===== src/rtl/alu_seq_n.sv =====
// alu_seq_n: key-stepped sequential ALU.
// A debounced step key (CLKb) walks a three-state sequence: LOAD_A captures
// operand A and the operation, LOAD_B computes the result against the live
// INPUT bus and holds it, and DONE waits for the next key press.
//
// The next operation can start from DONE in one of two ways:
//   - ACC=0: load A from INPUT.
//   - ACC=1: chain the held result into A.
//
// Ports:
//   CLK50M     in   sole clock (rising edge)
//   RSTb       in   asynchronous active-low reset
//   CLKb       in   debounced step key, level; synchronised internally
//   INPUT      in   N-bit shared operand bus (A in LOAD_A, B in LOAD_B)
//   ALUcontrol in   3-bit operation select, captured together with A
//   ACC        in   accumulate mode, sampled only on the DONE step
//   CLR        in   synchronous clear of sequence state (OPCNT kept)
//   A          out  held A operand
//   Cout       out  held result
//   V/C/Neg/Z  out  held overflow / carry / negative / zero flags
//   STATE      out  00 LOAD_A, 01 LOAD_B, 10 DONE
//   DONE       out  high while in DONE
//   OPCNT      out  CNTW-bit count of completed operations (wraps)
module alu_seq_n #(
  parameter int N    = 8,
  parameter int CNTW = 8
) (
  input  logic            CLK50M,
  input  logic            RSTb,
  input  logic            CLKb,
  input  logic [N-1:0]    INPUT,
  input  logic [2:0]      ALUcontrol,
  input  logic            ACC,
  input  logic            CLR,
  output logic [N-1:0]    A,
  output logic [N-1:0]    Cout,
  output logic            V,
  output logic            C,
  output logic            Neg,
  output logic            Z,
  output logic [1:0]      STATE,
  output logic            DONE,
  output logic [CNTW-1:0] OPCNT
);

  localparam int SW = $clog2(N);

  typedef enum logic [1:0] {
    ST_LOAD_A = 2'b00,
    ST_LOAD_B = 2'b01,
    ST_DONE   = 2'b10
  } state_t;

  state_t state, state_next;

  logic s1, s2, s3;
  logic sync_live, armed;
  logic step;

  logic [N-1:0]    a_reg, cout_reg;
  logic [2:0]      op_reg;
  logic            v_reg, c_reg, neg_reg, z_reg;
  logic [CNTW-1:0] opcnt_reg;

  logic            load_a, load_from_cout, commit;

  logic [N-1:0]    alu_res;
  logic            alu_c, alu_v;
  logic [N:0]      wide;
  logic [SW-1:0]   sh;

  // Key synchroniser and rising-edge detector.
  // This chain also runs during CLR, so a key still held when CLR releases
  // has already been seen and cannot produce a step afterwards.
  // 'armed' requires a genuine low sample of the key after reset before any
  // step is accepted. This stops a key held across reset release from being
  // mistaken for a press.
  always_ff @(posedge CLK50M or negedge RSTb) begin
    if (!RSTb) begin
      s1        <= 1'b0;
      s2        <= 1'b0;
      s3        <= 1'b0;
      sync_live <= 1'b0;
      armed     <= 1'b0;
    end else begin
      s1        <= CLKb;
      s2        <= s1;
      s3        <= s2;
      sync_live <= 1'b1;
      armed     <= armed | (sync_live & ~s1);
    end
  end

  assign step = s2 & ~s3 & armed;

  // Combinational ALU on the held A, the held op and the live INPUT as B.
  // Both shifts use an N+1 bit window so the extra bit holds the last bit
  // shifted out. That bit is zero when the shift amount is zero.
  always_comb begin
    wide    = '0;
    alu_res = '0;
    alu_c   = 1'b0;
    alu_v   = 1'b0;
    sh      = INPUT[SW-1:0];
    case (op_reg)
      3'b000: begin
        wide    = {1'b0, a_reg} + {1'b0, INPUT};
        alu_res = wide[N-1:0];
        alu_c   = wide[N];
        alu_v   = (a_reg[N-1] == INPUT[N-1]) && (alu_res[N-1] != a_reg[N-1]);
      end
      3'b001: begin
        wide    = {1'b0, a_reg} - {1'b0, INPUT};
        alu_res = wide[N-1:0];
        alu_c   = ~wide[N];
        alu_v   = (a_reg[N-1] != INPUT[N-1]) && (alu_res[N-1] != a_reg[N-1]);
      end
      3'b010: alu_res = a_reg & INPUT;
      3'b011: alu_res = a_reg | INPUT;
      3'b100: alu_res = a_reg ^ INPUT;
      3'b101: begin
        wide    = {1'b0, a_reg} << sh;
        alu_res = wide[N-1:0];
        alu_c   = wide[N];
      end
      3'b110: begin
        wide    = {a_reg, 1'b0} >> sh;
        alu_res = wide[N:1];
        alu_c   = wide[0];
      end
      default: alu_res = INPUT;
    endcase
  end

  // State register.
  always_ff @(posedge CLK50M or negedge RSTb) begin
    if (!RSTb) begin
      state <= ST_LOAD_A;
    end else begin
      state <= state_next;
    end
  end

  // Next-state and datapath enables.
  // CLR wins over a coincident step, and that step is dropped.
  // The unused encoding 11 recovers to LOAD_A.
  always_comb begin
    state_next     = state;
    load_a         = 1'b0;
    load_from_cout = 1'b0;
    commit         = 1'b0;
    if (CLR) begin
      state_next = ST_LOAD_A;
    end else if (step) begin
      case (state)
        ST_LOAD_A: begin
          load_a     = 1'b1;
          state_next = ST_LOAD_B;
        end
        ST_LOAD_B: begin
          commit     = 1'b1;
          state_next = ST_DONE;
        end
        ST_DONE: begin
          load_a         = 1'b1;
          load_from_cout = ACC;
          state_next     = ST_LOAD_B;
        end
        default: state_next = ST_LOAD_A;
      endcase
    end
  end

  // Operand, result, flag and completed-operation registers.
  // OPCNT survives CLR; only reset returns it to zero.
  always_ff @(posedge CLK50M or negedge RSTb) begin
    if (!RSTb) begin
      a_reg     <= '0;
      op_reg    <= 3'b000;
      cout_reg  <= '0;
      v_reg     <= 1'b0;
      c_reg     <= 1'b0;
      neg_reg   <= 1'b0;
      z_reg     <= 1'b0;
      opcnt_reg <= '0;
    end else if (CLR) begin
      a_reg    <= '0;
      op_reg   <= 3'b000;
      cout_reg <= '0;
      v_reg    <= 1'b0;
      c_reg    <= 1'b0;
      neg_reg  <= 1'b0;
      z_reg    <= 1'b0;
    end else begin
      if (load_a) begin
        a_reg  <= load_from_cout ? cout_reg : INPUT;
        op_reg <= ALUcontrol;
      end
      if (commit) begin
        cout_reg  <= alu_res;
        v_reg     <= alu_v;
        c_reg     <= alu_c;
        neg_reg   <= alu_res[N-1];
        z_reg     <= (alu_res == '0);
        opcnt_reg <= opcnt_reg + 1'b1;
      end
    end
  end

  assign A     = a_reg;
  assign Cout  = cout_reg;
  assign V     = v_reg;
  assign C     = c_reg;
  assign Neg   = neg_reg;
  assign Z     = z_reg;
  assign STATE = state;
  assign DONE  = (state == ST_DONE);
  assign OPCNT = opcnt_reg;

endmodule


===== config.mk =====
export PLATFORM = sky130hd
export DESIGN_NAME = alu_seq_n
export DESIGN_NICKNAME = d
export VERILOG_FILES = /design/src/rtl/alu_seq_n.sv
export SDC_FILE = /design/constraint.sdc
export NUM_CORES = 1
export LEC_CHECK = 0
export CAP_MARGIN = 20
export CORE_MARGIN = 5
export CORE_UTILIZATION = 45
export DETAILED_ROUTE_END_ITERATION = 6
export MAX_ROUTING_LAYER = met4
export PLACE_DENSITY = 0.73
export SYNTH_ARGS = -nofsm -noshare
export SYNTH_HDL_FRONTEND = slang
export SYNTH_SLANG_ARGS = --single-unit
export TNS_END_PERCENT = 20

===== constraint.sdc =====
create_clock -name CLK50M -period 3.21 [get_ports CLK50M]
set_input_delay 0.8025 -clock CLK50M [delete_from_list [all_inputs] [get_ports CLK50M]]
set_output_delay 0.8025 -clock CLK50M [all_outputs]
set_load 0.1 [all_outputs]

==> flow_summary.toml <==
[worst_setup_path]
cpPeakStageDelay_ps = 460
worstSetupStartpointType = "input port"
rr_worst_depth = 10
critical_path.max_fanout = 4
slowest_stage = "fa_1"
cp_data_required_time_ps = 3420
arrival_ps = 3350
reg2reg_from = "A[0]$_DFFE_PN0P_"
crit_path_end_kind = "register"
reg2reg_setup_slack_ps = 240
crit_chain = "dlygate4sd2_1 -> buf_6 -> fa_1 -> mux2_2 -> o2bb2ai_2 -> a311oi_2 -> a31o_2 -> nand4_1 -> or4_4 -> o31ai_4"
criticalPathCategory = "input port to register"
r2r_end = "Z$_DFFE_PN0P_"

[clock_tree]
cts_buffers = 5
cts-root-buf = "clkbuf_8"
htree_levels = 2
cts_buffer_depth = 2
clkSinkCount = 37
cts_tree = "built"
clkTransAtPathRegs_ps = 70
clock_latency_ps = 290

[synth]
ys.flop_type = "dfrtp_1"
syn_avg_cell_area_sq_um = 8.53
synthMostInstantiatedCell = "nand2_1"
synth_common_cells = "nand2_1 (45), dfrtp_1 (37), inv_1 (28), ha_1 (26)"
synth_area_sq_um = 3470
synth.area.top_cells = "dfrtp_1 (27%), ha_1 (9.4%), nand2_1 (4.9%), mux2i_1 (4.0%), a21oi_1 (3.6%)"
syn-instance-count = 407
synthArstFlopShare = 1.00
yosysSeqAreaShare = 0.267
yosys_warnings = 0
synthDistinctLibCells = 74
synth_edf_count = 0
yosysTopAreaCellShare = 0.267
synth_seq_cells = 37
syn_nets = 451
yosysTopAreaCell = "dfrtp_1"

[worst_hold_path]
min_path_cells = 0
hold_start = "s2$_DFF_PN0_"
hold_path.class = "register to register"
hold-path-endpoint = "s3$_DFF_PN0_"

[status]
status = "complete, no violations"

[global_routing]
grt_pass1_vias = 3541
grt_max_degree = 38
grt_pass1_wl_microns = 18400
gr-total-overflow = 0
grt_usage = 0.241
antenna_found_initial = 0

[pwr]
p_leak_uw = 0.00210
cellPowerDensity_nw_per_um2 = 341
p_comb_frac = 0.458
power_frac_clock = 0.197
total_power_uw = 1580
p_seq_frac = 0.345
p_int_uw = 918
swShare = 0.418
power.net_switching_uw = 659
ir_drop_mv = 0.508

[sta]
clock.fmax_ghz = 0.318
finalCritPeriodShare = 0.979
worst_pin_slew_ps = 809
tns_ps = 0
finClkSkew_ps = 6.57
min_period_ps = 3140
final_hold_viol_count = 0
slew-limit-headroom = 0.461
finalMaxSlewViolations = 0
timing.final.ws_setup_ps = 68.2
setup_viol = 0

[die]
die_w_microns = 97.9
die_h_microns = 97.9
io_pins = 47
core_area_sq_um = 7610
rows = 32
die_area_sq_um = 9580
start_util = 0.457

[place]
port_buffers = 46
dp.final_hpwl_microns = 8470
pre_cts_ws_ps = -589
dp_cells = 595
finalWeightedCongestion = 0.989
place_area_sq_um = 4350

[routing]
ant_nets = 0
drc = 0
drt-total-wl_microns = 11200
dr.pass1.iters = 5
wire_per_inst_microns = 18.5
num_vias = 3598
via_per_inst = 5.93
first_iter_violations = 333

[final_layout]
fin_nets = 548
drive_gt1_frac = 0.303
fin_cells = 607
design_area_sq_um = 4620
syn_to_final_growth_pct = 33.0
nFillCells = 683
n_antenna_cell = 0

[run]
maxCapViolations = 0
-- critical path, delay by kind of cell --
kind | cells | cell delay, ps
buffers and inverters | 2 | 390
AND/OR/NAND/NOR | 2 | 580
AO/OA/AOI/OAI | 4 | 830
multiplexers | 1 | 290
adder cells (fa/ha/maj) | 1 | 460
-- worst max-delay path by stage --
stage,from,end,slack (ps),cells after the start
after floorplan,A[2]$_DFFE_PN0P_,Z$_DFFE_PN0P_,2,10
after global placement,INPUT[0],Z$_DFFE_PN0P_,-460,10
after detailed placement,INPUT[0],Z$_DFFE_PN0P_,-590,10
after CTS,INPUT[2],Z$_DFFE_PN0P_,2,11
after global routing,INPUT[1],Z$_DFFE_PN0P_,-3,10
final,INPUT[1],Z$_DFFE_PN0P_,70,10
-- through the flow --
| step | util | hold slack [ps] |
|---|---|---|
| 6_report | 0.607 | 375 |
| 5_1_grt | 0.607 | 392 |
| 4_1_cts | 0.588 | 381 |
| 3_5_place_dp | 0.572 | 365 |
| 3_3_place_gp | 0.572 | 360 |
| 2_1_floorplan | - | 354 |
-- final cells by class --
class	instances	area (sq um)	share of cell area
clock buffer	8	80.1	0.0173
inverter	29	109	0.0236
multi-input combinational	315	2460	0.532
sequential	37	930	0.201
tap	102	128	0.0276
timing repair buffer	116	915	0.198
-- cell families after synthesis --
family | synth area share
AOI/OAI and AO/OA | 0.215
xor gates and xnor gates | 0.0227
adders and majority gates | 0.105
buffers and inverters | 0.0674
DFF | 0.267
muxes | 0.108
other | 0.00108
and+or+nand+nor | 0.214
-- routing by layer --
layer / GRT usage / wire (microns) / vias to the layer above / part of all wire
met5: - / 0 / - / 0
met4: 0.0863 / 368 / 0 / 0.033
met3: 0.0257 / 676 / 25 / 0.060
met2: 0.384 / 5330 / 142 / 0.47
met1: 0.319 / 4880 / 1755 / 0.43
li1: - / - / 1676 / -
-- power groups by stage --
stage          clock network, uW  logic [uW]  registers [uW]
5_1_grt                      339         770             550
6_report                     310         722             545
4_1_cts                      319         684             543
3_3_place_gp                   0         667             550
2_1_floorplan                  0         262             723
3_5_place_dp                   0         673             551
-- what timing repair did --
action	CTS	global route
pin swaps	3	13
setup buffers	1	3
gates resized for setup	10	30
setup endpoints to repair	1	4
hold buffers	0	0
-- placed cells by master (no fill, tap or decap), types with 10 or more instances in the layout --
cell / synthesis / final
mux2i_1: 14 / 14
nor3_1: 10 / 10
buf_4: 1 / 99
ha_1: 26 / 19
o21ai_0: 16 / 14
a21oi_1: 25 / 22
nand2_1: 45 / 45
nor2b_1: 11 / 11
nor2_1: 25 / 25
dfrtp_1: 37 / 34
inv_1: 28 / 24
Note: power is estimated with default switching activity, not from simulation.
